File: src/rtl/uart_pkg.sv
// Shared UART definitions: default widths and depths and the byte type
// carried between RX_READ, TX_WRITE and the APB slaves.
package uart_pkg;

  localparam int UART_DATA_WIDTH    = 8;
  localparam int UART_RX_FIFO_DEPTH = 16;

  typedef logic [UART_DATA_WIDTH-1:0] uart_byte_t;

endpackage : uart_pkg

File: src/rtl/uart_fifo_mem.sv
// DEPTH x DATA_WIDTH register file: one synchronous write port and one
// asynchronous read port. Contents are deliberately not reset.
module uart_fifo_mem #(
  parameter int DATA_WIDTH = 8,
  parameter int DEPTH      = 16,
  parameter int AW         = $clog2(DEPTH)
) (
  input  logic                  clk_i,
  input  logic                  we_i,
  input  logic [AW-1:0]         waddr_i,
  input  logic [DATA_WIDTH-1:0] wdata_i,
  input  logic [AW-1:0]         raddr_i,
  output logic [DATA_WIDTH-1:0] rdata_o
);

  logic [DATA_WIDTH-1:0] mem_q [DEPTH];

  // Write port: store one entry per enabled edge.
  always_ff @(posedge clk_i) begin
    if (we_i) mem_q[waddr_i] <= wdata_i;
  end

  assign rdata_o = mem_q[raddr_i];

endmodule : uart_fifo_mem

File: src/rtl/uart_rx_fifo.sv
// Receive-side FWFT byte buffer between the UART receiver and the APB read
// path. The receiver cannot stall, so a byte offered while full is dropped
// and recorded in a sticky overrun flag. irq is a registered level.
module uart_rx_fifo
  import uart_pkg::*;
#(
  parameter int DATA_WIDTH = UART_DATA_WIDTH,
  parameter int DEPTH      = UART_RX_FIFO_DEPTH,
  parameter int IRQ_THRESH = 1,
  localparam int AW        = $clog2(DEPTH)
) (
  input  logic                  pclk,
  input  logic                  prstn,
  input  logic                  in_valid,
  output logic                  in_ready,
  input  logic [DATA_WIDTH-1:0] in_data,
  output logic                  out_valid,
  input  logic                  out_ready,
  output logic [DATA_WIDTH-1:0] out_data,
  input  logic                  flush,
  input  logic                  overrun_clr,
  output logic [AW:0]           count,
  output logic                  full,
  output logic                  empty,
  output logic                  overrun,
  output logic                  irq
);

  logic [AW-1:0] rd_ptr_q, rd_ptr_d;
  logic [AW-1:0] wr_ptr_q, wr_ptr_d;
  logic [AW:0]   count_q,  count_d;
  logic          overrun_q, overrun_d;
  logic          irq_q,     irq_d;
  logic          push, pop, drop, wr_en;

  // Flags decode from the registered count only.
  assign full      = (count_q == (AW+1)'(DEPTH));
  assign empty     = (count_q == '0);
  assign out_valid = !empty;

  // A full FIFO still takes a byte when the head leaves in the same cycle.
  assign pop      = out_valid & out_ready;
  assign in_ready = !full | pop;
  assign push     = in_valid & in_ready;
  // A byte discarded by flush is not an overrun.
  assign drop     = in_valid & !in_ready & !flush;
  assign wr_en    = push & !flush;

  // Next-state for pointers, occupancy, sticky overrun and irq level.
  always_comb begin
    rd_ptr_d = rd_ptr_q;
    wr_ptr_d = wr_ptr_q;
    count_d  = count_q;
    if (flush) begin
      rd_ptr_d = '0;
      wr_ptr_d = '0;
      count_d  = '0;
    end else begin
      if (push) wr_ptr_d = wr_ptr_q + AW'(1);
      if (pop)  rd_ptr_d = rd_ptr_q + AW'(1);
      if (push && !pop)      count_d = count_q + (AW+1)'(1);
      else if (pop && !push) count_d = count_q - (AW+1)'(1);
    end
    // Set beats clear when a drop and overrun_clr coincide.
    overrun_d = drop | (overrun_q & !overrun_clr);
    irq_d     = (count_d >= (AW+1)'(IRQ_THRESH)) | overrun_d;
  end

  // State registers, asynchronously cleared.
  always_ff @(posedge pclk or negedge prstn) begin
    if (!prstn) begin
      rd_ptr_q  <= '0;
      wr_ptr_q  <= '0;
      count_q   <= '0;
      overrun_q <= 1'b0;
      irq_q     <= 1'b0;
    end else begin
      rd_ptr_q  <= rd_ptr_d;
      wr_ptr_q  <= wr_ptr_d;
      count_q   <= count_d;
      overrun_q <= overrun_d;
      irq_q     <= irq_d;
    end
  end

  assign count   = count_q;
  assign overrun = overrun_q;
  assign irq     = irq_q;

  uart_fifo_mem #(
    .DATA_WIDTH (DATA_WIDTH),
    .DEPTH      (DEPTH),
    .AW         (AW)
  ) u_mem (
    .clk_i   (pclk),
    .we_i    (wr_en),
    .waddr_i (wr_ptr_q),
    .wdata_i (in_data),
    .raddr_i (rd_ptr_q),
    .rdata_o (out_data)
  );

endmodule : uart_rx_fifo

File: config.mk
export PLATFORM = sky130hd
export DESIGN_NAME = uart_rx_fifo
export DESIGN_NICKNAME = d
export VERILOG_FILES = /design/src/rtl/uart_pkg.sv /design/src/rtl/uart_fifo_mem.sv /design/src/rtl/uart_rx_fifo.sv
export SDC_FILE = /design/constraint.sdc
export NUM_CORES = 1
export LEC_CHECK = 0
export CORE_UTILIZATION = 52
export CTS_CLUSTER_SIZE = 24
export DETAILED_ROUTE_END_ITERATION = 16
export DONT_BUFFER_PORTS = 1
export PLACE_DENSITY = 0.67
export SYNTH_ARGS = -nofsm -noshare
export SYNTH_HDL_FRONTEND = slang
export SYNTH_SLANG_ARGS = --single-unit
File: constraint.sdc
create_clock -name pclk -period 3 [get_ports pclk]
set_clock_uncertainty 0.15 [all_clocks]
set_input_delay 0.6 -clock pclk [delete_from_list [all_inputs] [get_ports pclk]]
set_output_delay 0.6 -clock pclk [all_outputs]
set_load 0.005 [all_outputs]
==> results.sh <==
export IMPL_worst_r2r_setup_slack_ns=0.26
export IMPL_max_cap_violations=0
export IMPL_p_sw_mw=1.06
export IMPL_post_cts_resize_count=0
export IMPL_antennaDiodeCount=0
export IMPL_worstMarginPinSlew_ns=1.05
export IMPL_first_pass_iters=4
export IMPL_crit_chain="buf_12 -> mux4_2 -> mux4_2"
export IMPL_fin_nets=332
export IMPL_path_class="register to output port"
export IMPL_crit_family="multiplexers"
export IMPL_p_int_mw=3.53
export IMPL_routedWlPerCell_um=23.8
export IMPL_p_per_area_nw_per_um2=702
export IMPL_slowest_stage="mux4_2"
export IMPL_placedCellCount=430
export IMPL_grt_pass1_vias=2848
export IMPL_die_h_um=108
export IMPL_synth_edf_count=128
export IMPL_final_cells=463
export IMPL_rows=38
export IMPL_finalCritPeriodShare_pct=98.7
export IMPL_gp_congestion=0.776
export IMPL_setup_ws_ns=0.0377
export IMPL_syn_instance_count=296
export IMPL_die_w_um=108
export IMPL_setup_tns_ns=0
export IMPL_status="finished clean"
export IMPL_cp_required_ns=2.25
export IMPL_io_pin_count=33
export IMPL_hpwl_um=7220
export IMPL_post_route_min_period_ns=2.96
export IMPL_syn_area_per_cell_sq_um=19.6
export IMPL_drc=0
export IMPL_layout_drive_gt1_share_pct=25.7
export IMPL_fillers=781
export IMPL_cts_sinks=143
export IMPL_grt_usage_pct=21.5
export IMPL_syn_cell_area_sq_um=5790
export IMPL_htreeDepth=4
export IMPL_synthDistinctLibCells=38
export IMPL_ir_drop_uv=417
export IMPL_ys_top_cells_by_area="edfxtp_1, mux4_2, dfrtp_1, ha_1, nor2_1"
export IMPL_synth_area_leader_cell="edfxtp_1"
export IMPL_p_sw_share_pct=23.2
export IMPL_min_path_type="input pin to register"
export IMPL_antenna_found_initial=0
export IMPL_slew_violations=0
export IMPL_p_clk_share_pct=38.9
export IMPL_syn_to_final_growth_pct=12.9
export IMPL_slew_headroom_pct=30.0
export IMPL_core_sq_um=10800
export IMPL_critPathMaxFanout=18
export IMPL_synth_commonest_cells="edfxtp_1, mux4_2, nor2_1"
export IMPL_power_frac_comb_pct=12.2
export IMPL_synthesis_nets=317
export IMPL_grt_pass1_wl_um=17000
export IMPL_yosys_register_bits=143
export IMPL_crit_buf_inv=1
export IMPL_max_stage_delay_ns=0.54
export IMPL_vias_per_cell=5.97
export IMPL_arrival_ns=2.21
export IMPL_p_leak_nw=2.13
export IMPL_yosys_area_top_type_share_pct=66.4
export IMPL_p_total_mw=4.59
export IMPL_cts_tree="yes"
export IMPL_ys_flop_type="edfxtp_1"
export IMPL_fmax_ghz=0.338
export IMPL_crit_top_cell="mux4_2"
export IMPL_yosysWarnings=0
export IMPL_hold_viol=0
export IMPL_async_flop_share_pct=10.5
export IMPL_final_antenna_net_count=0
export IMPL_power_frac_seq_pct=48.9
export IMPL_end_kind="output port"
export IMPL_yosysMostFrequentCell="edfxtp_1"
export IMPL_grt_max_degree=36
export IMPL_dieArea_sq_um=11600
export IMPL_clk_path_buf_depth=2
export IMPL_port_buffers=0
export IMPL_clk_pin_slew_ns=0.06
export IMPL_overflow=0
export IMPL_critPathLaunchType="register"
export IMPL_vias=2765
export IMPL_synth_seq_area_share_pct=72.9
export IMPL_rsz0062_at_grt="true"
export IMPL_dp_slack_ns=0.283
export IMPL_clk_insertion_delay_late_ns=0.51
export IMPL_drtIter0Drc=220
export IMPL_cts_root_buffer="clkbuf_8"
export IMPL_finalWirelength_um=11000
export IMPL_setup_viol=0
export IMPL_start_util_pct=53.4
export IMPL_numCtsBuffers=17
==> logic make-up (layout without fill, tap and decap cells) <==
kind of cell	Yosys count	count (layout)	synth area share [%]
AO/OA/AOI/OAI	14	14	1.66
multiplexers	43	43	16.1
buffers and inverters	25	52	1.77
flip-flops	143	143	72.9
XOR/XNOR	6	6	0.908
adder cells (fa/ha/maj)	7	7	1.51
AND/OR/NAND/NOR	58	58	5.15
==> state kept, by name, indices dropped and copies added (netlist names) <==
signal,flops
u_mem.mem_q,128
irq,1
overrun,1
wr_ptr_q,4
count,5
rd_ptr_q,4
==> layout make-up <==
| cell class | count | area (sq um) | area share, % |
|---|---|---|---|
| Inverter | 10 | 37.5 | 0.574 |
| Clock buffer | 19 | 422 | 6.45 |
| Tap cell | 140 | 175 | 2.68 |
| Clock inverter | 12 | 88.8 | 1.36 |
| Multi-Input combinational cell | 128 | 1470 | 22.4 |
| Timing Repair Buffer | 11 | 125 | 1.91 |
| Sequential cell | 143 | 4220 | 64.6 |
==> power groups by stage <==
stage,Clock [mW],Sequential (mW),Combinational (mW)
after detailed placement,0,2.29,0.563
final,1.79,2.25,0.558
after global placement,0,2.29,0.558
after global routing,1.90,2.25,0.610
after floorplan,0,2.27,0.427
after CTS,1.82,2.25,0.572
==> per-layer routing <==
metal	share of wire, %	track usage, %
met1	43	29.7
met2	50	32.7
met3	5.4	6.30
met4	1.7	7.73
met5	0	0
==> final timing paths <==
path	from	end	cells after the start
hold / removal	in_data[1]	u_mem.mem_q[2][1]	0
setup reg to reg	count[0]	u_mem.mem_q[8][0]	7
max in group asynchronous	prstn	rd_ptr_q[0]	1
setup / recovery	rd_ptr_q[0]	out_data[0]	3
hold reg to reg	wr_ptr_q[1]	wr_ptr_q[1]	2
min in group asynchronous	prstn	overrun	1
==> worst register-to-register path, cell delays in order, from the launching register on <==
cell	delay [ns]
dfrtp_1	0.45
inv_1	0.07
ha_1	0.23
or3b_1	0.18
or2_1	0.11
and3_1	0.23
nand2_1	0.13
nor2_1	0.82
==> what timing repair did <==
action | CTS | global route
hold buffers | 2 | 0
setup endpoints to repair | 2 | 5
buffers inserted | 0 | 0
hold endpoints to repair | 24 | 0
==> metrics by stage <==
step	hold WS, ns	cell area, sq um	utilization [%]
floorplan	0.154	5790	-
finish	0.0298	6540	60.3
detailed placement	0.155	6000	55.4
CTS	0.00807	6540	60.3
global placement	0.155	6000	55.4
global route	0.000513	6540	60.3
==> layout by cell type (no fill, tap or decap), types with 2 or more instances in the layout <==
cell type	n
edfxtp_1	128
mux4_2	40
nor2_1	19
clkbuf_16	16
dfrtp_1	14
inv_1	10
nand2_1	10
ha_1	7
nor3_1	6
nand3_1	6
buf_4	6
a21oi_1	5
xor2_1	5
and3_1	3
nand2b_1	3
clkinv_4	3
clkinvlp_4	3
inv_6	3
buf_12	3
nand4_1	2
mux2i_1	2
o21ai_0	2
clkbuf_1	2
clkinv_2	2
dlygate4sd3_1	2
(Power assumes the default switching activity.)
